**src/rtl/arb_pkg.sv**
```systemverilog
// ============================================================================
// Module      : arb_pkg
// Description : Shared types and constants for the six-source bus arbiter.
// Revision    : 1.0 - initial release
// ============================================================================
`default_nettype none

package arb_pkg;

  localparam int NUM_REQ = 6;

  typedef enum logic [1:0] {
    IDLE = 2'd0,
    OWN  = 2'd1,
    GAP  = 2'd2
  } state_t;

  // Same encoding as the MUX6 select case items
  localparam logic [5:0] SEL0 = 6'b000001;
  localparam logic [5:0] SEL1 = 6'b000010;
  localparam logic [5:0] SEL2 = 6'b000100;
  localparam logic [5:0] SEL3 = 6'b001000;
  localparam logic [5:0] SEL4 = 6'b010000;
  localparam logic [5:0] SEL5 = 6'b100000;

  function automatic logic [2:0] next_ptr(input logic [2:0] id);
    return (id == 3'd5) ? 3'd0 : id + 3'd1;
  endfunction

endpackage

`default_nettype wire

```
**src/rtl/rr_pick6.sv**
```systemverilog
// ============================================================================
// Module      : rr_pick6
// Description : Combinational round-robin pick of one of six requests from ptr.
// Revision    : 1.0 - initial release
// ============================================================================
`default_nettype none

module rr_pick6
  import arb_pkg::*;
(
  input  logic [5:0] req,
  input  logic [2:0] ptr,
  output logic       win_valid,
  output logic [2:0] win_id,
  output logic [5:0] win_onehot
);

  logic [11:0] w_dbl;
  logic [5:0]  w_rot;
  logic [2:0]  w_off;
  logic [3:0]  w_sum;

  // Doubling the vector turns the rotate into a plain part-select
  assign w_dbl = {req, req};
  assign w_rot = w_dbl[ptr +: 6];

  always_comb begin
    w_off     = 3'd0;
    win_valid = 1'b0;
    for (int k = NUM_REQ - 1; k >= 0; k--) begin
      if (w_rot[k]) begin
        w_off     = 3'(k);
        win_valid = 1'b1;
      end
    end
  end

  assign w_sum      = {1'b0, w_off} + {1'b0, ptr};
  assign win_id     = (w_sum >= 4'd6) ? 3'(w_sum - 4'd6) : w_sum[2:0];
  assign win_onehot = win_valid ? (SEL0 << win_id) : 6'b000000;

endmodule

`default_nettype wire

```
**src/rtl/mux6_bus_arbiter.sv**
```systemverilog
// ============================================================================
// Module      : mux6_bus_arbiter
// Description : Round-robin owner of the MUX6 select with turnaround and hold limit.
// Revision    : 1.0 - initial release
// ============================================================================
`default_nettype none

module mux6_bus_arbiter
  import arb_pkg::*;
#(
  parameter int MAX_HOLD = 16,
  parameter int HOLD_W   = (MAX_HOLD > 0) ? $clog2(MAX_HOLD + 1) : 1
) (
  input  logic       clk,
  input  logic       rst_n,
  input  logic [5:0] req,
  output logic [5:0] grant,
  output logic [2:0] grant_id,
  output logic       busy,
  output logic       timeout,
  output logic [2:0] timeout_id
);

  localparam logic [HOLD_W-1:0] C_HOLD_LIM = HOLD_W'(MAX_HOLD);

  state_t            r_state, w_state_nxt;
  logic [2:0]        r_ptr, w_ptr_nxt;
  logic [HOLD_W-1:0] r_cnt, w_cnt_nxt;
  logic [5:0]        r_grant, w_grant_nxt;
  logic [2:0]        r_grant_id, w_grant_id_nxt;
  logic              r_busy;
  logic              r_timeout, w_timeout_nxt;
  logic [2:0]        r_timeout_id, w_timeout_id_nxt;

  logic              w_win_valid;
  logic [2:0]        w_win_id;
  logic [5:0]        w_win_onehot;
  logic              w_owner_req;
  logic              w_limit;

  rr_pick6 u_pick (
    .req        (req),
    .ptr        (r_ptr),
    .win_valid  (w_win_valid),
    .win_id     (w_win_id),
    .win_onehot (w_win_onehot)
  );

  assign w_owner_req = |(req & r_grant);
  assign w_limit     = (MAX_HOLD != 0) && (r_cnt == C_HOLD_LIM);

  always_comb begin
    w_state_nxt      = r_state;
    w_ptr_nxt        = r_ptr;
    w_cnt_nxt        = r_cnt;
    w_grant_nxt      = r_grant;
    w_grant_id_nxt   = r_grant_id;
    w_timeout_nxt    = 1'b0;
    w_timeout_id_nxt = r_timeout_id;
    case (r_state)
      IDLE: begin
        w_grant_nxt    = 6'b000000;
        w_grant_id_nxt = 3'd0;
        if (w_win_valid) begin
          w_grant_nxt    = w_win_onehot;
          w_grant_id_nxt = w_win_id;
          w_ptr_nxt      = next_ptr(w_win_id);
          w_cnt_nxt      = HOLD_W'(1);
          w_state_nxt    = OWN;
        end
      end
      OWN: begin
        // Release is checked first so it wins over a coincident limit hit
        if (!w_owner_req || w_limit) begin
          w_grant_nxt    = 6'b000000;
          w_grant_id_nxt = 3'd0;
          w_cnt_nxt      = '0;
          w_state_nxt    = GAP;
          if (w_owner_req) begin
            w_timeout_nxt    = 1'b1;
            w_timeout_id_nxt = r_grant_id;
          end
        end else begin
          w_cnt_nxt = r_cnt + HOLD_W'(1);
        end
      end
      GAP: begin
        w_grant_nxt    = 6'b000000;
        w_grant_id_nxt = 3'd0;
        w_state_nxt    = IDLE;
      end
      default: begin
        w_grant_nxt    = 6'b000000;
        w_grant_id_nxt = 3'd0;
        w_state_nxt    = IDLE;
      end
    endcase
  end

  always_ff @(posedge clk or negedge rst_n) begin
    if (!rst_n) begin
      r_state      <= IDLE;
      r_ptr        <= 3'd0;
      r_cnt        <= '0;
      r_grant      <= 6'b000000;
      r_grant_id   <= 3'd0;
      r_busy       <= 1'b0;
      r_timeout    <= 1'b0;
      r_timeout_id <= 3'd0;
    end else begin
      r_state      <= w_state_nxt;
      r_ptr        <= w_ptr_nxt;
      r_cnt        <= w_cnt_nxt;
      r_grant      <= w_grant_nxt;
      r_grant_id   <= w_grant_id_nxt;
      r_busy       <= |w_grant_nxt;
      r_timeout    <= w_timeout_nxt;
      r_timeout_id <= w_timeout_id_nxt;
    end
  end

  assign grant      = r_grant;
  assign grant_id   = r_grant_id;
  assign busy       = r_busy;
  assign timeout    = r_timeout;
  assign timeout_id = r_timeout_id;

endmodule

`default_nettype wire
```
**config.mk**
```make
export PLATFORM = sky130hd
export DESIGN_NAME = mux6_bus_arbiter
export DESIGN_NICKNAME = d
export VERILOG_FILES = /design/src/rtl/arb_pkg.sv /design/src/rtl/rr_pick6.sv /design/src/rtl/mux6_bus_arbiter.sv
export SDC_FILE = /design/constraint.sdc
export NUM_CORES = 1
export LEC_CHECK = 0
export ABC_AREA = 1
export CAP_MARGIN = 5
export CORE_MARGIN = 4
export CORE_UTILIZATION = 40
export CTS_BUF_LIST = sky130_fd_sc_hd__clkbuf_8
export DETAILED_ROUTE_END_ITERATION = 6
export SETUP_SLACK_MARGIN = 0.15
export SLEW_MARGIN = 20
export SYNTH_ARGS = -nofsm -noshare
export SYNTH_HDL_FRONTEND = slang
export SYNTH_SLANG_ARGS = --single-unit
export TNS_END_PERCENT = 10
```
**constraint.sdc**
```tcl
create_clock -name clk -period 6.4 [get_ports clk]
set_input_delay 0.64 -clock clk [delete_from_list [all_inputs] [get_ports clk]]
set_output_delay 0.64 -clock clk [all_outputs]
set_load 0.02 [all_outputs]
```
# After elaboration in Yosys (flattened, before gate mapping)
# Index checks and enable logic that the tools add are counted.
[totals]
regBits = 24
input_bits = 8
output_inout_bits = 14
[classes]
n_addsub = 4
order_cmp = 1
eq_ne = 5
shift = 2
mux = 29
bitwise = 1
n_reduce_logical = 10
[op_table]
columns = ["operator", "count"]
rows = [
  ["3-bit 2-to-1 mux", 10],
  ["6-bit 2-to-1 mux", 2],
  ["6-bit one-hot mux with 2 select lines", 1],
  ["6-bit OR reduction", 2],
  ["12-bit by 4-bit indexed part select with 6-bit output", 1],
  ["5-bit 2-to-1 mux", 2],
  ["5-bit one-hot mux with 2 select lines", 1],
  ["1-bit 2-to-1 mux", 9],
  ["6-bit AND", 1],
  ["3-bit one-hot mux with 2 select lines", 1],
  ["2-bit AND reduction", 3],
  ["1-bit by 3-bit left shift with 6-bit output (first input constant)", 1],
  ["5-bit by 1-bit adder with 5-bit output (second input constant)", 1],
  ["5-bit == test (second input constant)", 1],
  ["3-bit by 3-bit adder with 4-bit output", 1],
  ["4-bit by 3-bit >= comparator with 1-bit output (second input constant)", 1],
  ["2-bit 2-to-1 mux", 2],
  ["2-bit one-hot mux with 2 select lines", 1],
  ["3-bit by 1-bit adder with 3-bit output (second input constant)", 1],
  ["3-bit == test (second input constant)", 1],
  ["3-bit AND reduction", 1],
  ["3-bit subtractor (second input constant)", 1],
  ["2-bit by 1-bit == test with 1-bit output (second input constant)", 1],
  ["2-bit logical NOT", 1],
  ["5 further kinds", 5],
]

# Longest topological paths before layout
[depth]
word_depth = 14
ltp_mapped = 25

# Hierarchy
# From an unflattened synthesis, not the netlist that was laid out.
[unflattened]
cells_unflattened = 238
hier_area_um2 = 1681.6
[modules_own_cells]
columns = ["module", "instances", "cells_each", "area_each_um2", "seq_area_each_um2"]
rows = [
  ["mux6_bus_arbiter", 1, 129, 1119.8, 600.6],
  ["rr_pick6", 1, 109, 561.8, 0.0],
]

# Worst setup path after synthesis
# OpenSTA, ideal clock, no wires.
[synth_timing]
kind = "input -> register"
from = "in req[4]"
to = "reg r_ptr[2]"
setup_time_ns = 0.095
t_arrival_ns = 2.881
required_time_ns = 6.305
setup_slack_ns = 3.424
path_stages = 17
path_buffers = 0
path_cell_list = "inv_1 > nand2_1 > nand3_2 > nand2_1 > nand2_1 > nand2_2 > a31oi_1 > nor2_1 > nor2_1 > nor2_1 > ha_1 > fa_1 > or2_2 > nand2_2 > inv_1 > ha_1 > o31ai_1"
[synth_between]
elab_chain_cells = 12
[synth_lines]
columns = ["item", "line", "text"]
rows = [
  ["from (decl)", "mux6_bus_arbiter.sv:16", "input logic [5:0] req,"],
  ["12-bit by 4-bit indexed part select with 6-bit output (*)", "rr_pick6.sv:25", "assign w_rot = w_dbl[ptr +: 6];"],
  ["3-bit 2-to-1 mux (6 in series)", "rr_pick6.sv:31", "if (w_rot[k]) begin"],
  ["3-bit by 3-bit adder with 4-bit output", "rr_pick6.sv:38", "assign w_sum = {1'b0, w_off} + {1'b0, ptr};"],
  ["4-bit by 3-bit >= comparator with 1-bit output or 3-bit subtractor (tied branches)", "rr_pick6.sv:39", "assign win_id = (w_sum >= 4'd6) ? 3'(w_sum - 4'd6) : w_sum[2:0];"],
  ["3-bit 2-to-1 mux", "rr_pick6.sv:39", ""],
  ["3-bit by 1-bit adder with 3-bit output or 3-bit == test (tied branches)", "arb_pkg.sv:27", "return (id == 3'd5) ? 3'd0 : id + 3'd1;"],
  ["3-bit 2-to-1 mux", "arb_pkg.sv:27", ""],
  ["to (signal assigned)", "mux6_bus_arbiter.sv:112", "r_ptr <= w_ptr_nxt;"],
  ["to (decl)", "mux6_bus_arbiter.sv:27", "logic [2:0] r_ptr, w_ptr_nxt;"],
]
# Mark *: on every way between the ends. The rest lies on a longest branch, timed or not.
# A chain may end at the register's enable or synchronous reset.

# Worst setup path after layout
[layout_timing]
from = "in req[4]"
to = "reg r_busy (netlist: busy)"
[layout_between]
elab_chain_cells = 14
[layout_lines]
columns = ["item", "line", "text"]
rows = [
  ["12-bit by 4-bit indexed part select with 6-bit output", "rr_pick6.sv:25", ""],
  ["3-bit 2-to-1 mux (6 in series)", "rr_pick6.sv:31", ""],
  ["3-bit by 3-bit adder with 4-bit output", "rr_pick6.sv:38", ""],
  ["4-bit by 3-bit >= comparator with 1-bit output or 3-bit subtractor (tied branches)", "rr_pick6.sv:39", ""],
  ["3-bit 2-to-1 mux", "rr_pick6.sv:39", ""],
  ["1-bit by 3-bit left shift with 6-bit output", "rr_pick6.sv:40", "assign win_onehot = win_valid ? (SEL0 << win_id) : 6'b000000;"],
  ["6-bit 2-to-1 mux", "mux6_bus_arbiter.sv:64", "if (w_win_valid) begin"],
  ["6-bit one-hot mux with 2 select lines (*)", "mux6_bus_arbiter.sv:60", "case (r_state)"],
  ["via w_grant_nxt[3]", "mux6_bus_arbiter.sv:29", "logic [5:0] r_grant, w_grant_nxt;"],
  ["6-bit OR reduction (*)", "mux6_bus_arbiter.sv:116", "r_busy <= |w_grant_nxt;"],
  ["to (signal assigned)", "mux6_bus_arbiter.sv:116", ""],
  ["to (decl)", "mux6_bus_arbiter.sv:31", "logic r_busy;"],
]
# The timed path passes the listed nets; every way through them passes the cells marked *.

==> impl_results.md <==
* Clock Skews at between 4 and 5 ps
* Hold buffers post-CTS at 0
* Startpoint Class: input pin
* # rows at 23
* Vias in the first global route at between 1,000 and 1,500
* WL per Instance at between 10 and 15 um
* # DRC at 0
* Critical path class: input pin to flip-flop
* RD Place Congestion at 0.838
* Routed WL at 3430 um
* H-tree level count at 1
* Num Clock Sinks at 24
* Via count at around 1,400
* Gr usage total at 0.136
* Synthesized Nets at around 220
* Vias per std cell at between 5 and 6
* Slew Limit Fails at 0
* Pwr Density at between 500 and 600 nW/um^2
* Worst path slowest cell: clkdlybuf4s50_1
* Minimum clock period at 3580 ps
* Leakage at approximately 0.95 nW
* N_diodes at 0
* Starting DRT DRC Count at between 60 and 70
* Post-cts sizing count at 0
* Peak fanout along the critical path at 4
* DP Worst Slack at between 2000 and 3000 ps
* Worst slew pin tran at around 700 ps
* Max-cap viol count at 0
* Max Root-Sink Buffers at 2
* CP Data Required Time at between 6000 and 7000 ps
* Worst-Skew Late Latency at approximately 260 ps
* Io pins at 22
* VDD IR-drop max at about 0.23 mV
* Hold Crit Class: input pin to async pin
* First-pass GRT wire length at 5820 um
* Initial Utilization at 0.422
* Post-Syn Instances at between 200 and 250
* Area grow syn2layout at 14.1%
* Crit path DAT at approximately 3700 ps
* Synth Warn # at 0
* Initial antenna violation count at 0
* Cell family with most CP delay: simple AND/OR/NAND/NOR gates
* #FFs+latches synth at 24
* Die Ht at roughly 74 um
* CP Capture Type: flip-flop
* TritonCTS clock tree: built
* First-pass detailed-route iteration total at 4
* Largest net degree at the start of global routing at 25
* Seq/Total Area, Yosys at 0.348
* Cts bufs inserted at 3
* Die area at approximately 5400 sq um
* Final worst-path cycle share at 0.559
* NumNets Final at between 200 and 250
* Clock slew at reported path FFs at ~80 ps
* Setup repair after global routing missed its margin: no
* Status: completed
* Global route total overflow at 0
* Hold Fails Final Rpt at 0
* Cells along the critical path: clkdlybuf4s50_1, inv_1, nand2_1, nand3_2, nand2_1, nand2_1, nand2_2, a31oi_1, nor2_1, nor2_1, nor2_1, ha_1, fa_1, or2_2, nand2_2, inv_1, ha_1, nand3_1, nand2_1, nor2_1, nand3_1
* Max Freq at ~280 MHz
* Number of synthesized flops with an enable pin at 0
* Async set-reset flop share out of synthesis at 1.00
* Primary FF master, synth: dfrtp_1
* Final setup margin at between 2000 and 3000 ps
* HPWL Detailed at between 2000 and 3000 um
* Post-synth cell types at 33
* Mapped cell area at between 1500 and 2000 sq um
* Total power at between 1 and 1.5 mW
* Post-CTS Setup Bufs at 0
* Die X-Extent at between 70 and 80 um
* Placed cells at 274
* Crit path buf inv count at 3
* Final setup fails at 0
* Final Core Density at 0.482
* Final non-filler cell total at 277
* Port bufs at 21
* Share of layout cells above drive strength 1 at 0.211
* Relative slew slack at 0.519
* Mapped Avg Cell Area at 8.34 sq um
* Total core area at 4090 sq um
* Crit path largest cell delay at roughly 570 ps
* Clk root buf: clkbuf_8
* Routed Antenna Nets at 0
* Setup tns final at 0 ps
==> report_power, final <==
group	internal (mW)	leakage (nW)	switching, mW
clock network	0.0419	0.0216	0.0424
registers	0.197	0.320	0.0579
logic	0.273	0.611	0.466
==> synthesized netlist by cell type (2+ instances only) <==
cell / count / share of area
nor2_4: 5 / 0.033
nand4_1: 2 / 0.0073
o21ai_1: 3 / 0.0087
nand2_2: 12 / 0.044
buf_12: 2 / 0.023
dfrtp_1: 24 / 0.35
ha_1: 6 / 0.044
a21oi_1: 4 / 0.012
nand3_2: 12 / 0.070
xor2_1: 3 / 0.015
nand2_1: 48 / 0.10
nor2_2: 2 / 0.0073
o21ai_0: 4 / 0.012
nand2_4: 5 / 0.033
inv_1: 15 / 0.033
nand3_1: 25 / 0.073
nor2_1: 17 / 0.037
mux2_2: 3 / 0.020
==> worst paths after layout <==
path / from / end / slack [ps] / cells past startpoint
worst max-delay path: req[4] / busy$_DFF_PN0_ / 2820 / 21
worst min-delay path: rst_n / timeout$_DFF_PN0_ / 350 / 1
worst max register to register: r_ptr[0]$_DFFE_PN0P_ / busy$_DFF_PN0_ / 3020 / 19
min in group clk: timeout_id[2]$_DFFE_PN0P_ / timeout_id[2]$_DFFE_PN0P_ / 510 / 1
max in group asynchronous: rst_n / grant[0]$_DFF_PN0_ / 5710 / 1
worst min register to register: timeout_id[2]$_DFFE_PN0P_ / timeout_id[2]$_DFFE_PN0P_ / 510 / 1
==> layout make-up <==
| cell class | count | area (sq um) |
|---|---|---|
| Clock buffer | 3 | 41.3 |
| Fill cell | 395 | 2120 |
| Inverter | 18 | 77.6 |
| Multi-Input combinational cell | 161 | 982 |
| Sequential cell | 24 | 601 |
| Tap cell | 50 | 62.6 |
| Timing Repair Buffer | 21 | 205 |
==> layer usage <==
| layer | vias up | share of wire | track usage |
|---|---|---|---|
| li1 | 724 | - | - |
| met1 | 647 | 0.48 | 0.182 |
| met2 | 23 | 0.48 | 0.226 |
| met3 | 2 | 0.032 | 0.0205 |
| met4 | 0 | 0.0067 | 0.0362 |
| met5 | - | 0 | 0 |
==> per-stage QoR <==
stage	area [sq um]	hold slack, ps
finish	1970	347
global route	1970	387
CTS	1970	522
detailed placement	1930	499
global placement	1930	491
floorplan	1730	344
==> cells by family (layout without fill, tap and decap cells) <==
kind of cell	Yosys count	after routing	share of synthesized area
AND/OR/NAND/NOR	133	133	0.431
flip-flops	24	24	0.348
buffers and inverters	22	42	0.0827
AO/OA/AOI/OAI	15	15	0.0486
adder cells (fa/ha/maj)	7	7	0.0551
XOR/XNOR	3	3	0.0152
multiplexers	3	3	0.0196
==> cells in the final DEF (no fill, tap or decap), drive strengths merged <==
cell type / count
buf: 1
dfrtp: 24
a21oi: 4
clkdlybuf4s50: 20
nand3: 38
o21ai: 7
nand2: 65
or2: 2
ha: 6
o31ai: 1
nor4: 1
o211ai: 1
nor2: 24
nand4: 2
xor2: 3
mux2: 3
fa: 1
a21o: 1
clkbuf: 3
inv: 18
nor3: 1
a31oi: 1
==> flip-flops by register name, indices dropped and copies added (netlist names) <==
signal	cells
timeout_id	3
busy	1
grant	6
grant_id	3
timeout	1
r_cnt	5
r_ptr	3
r_state	2
(Power assumes the default switching activity.)
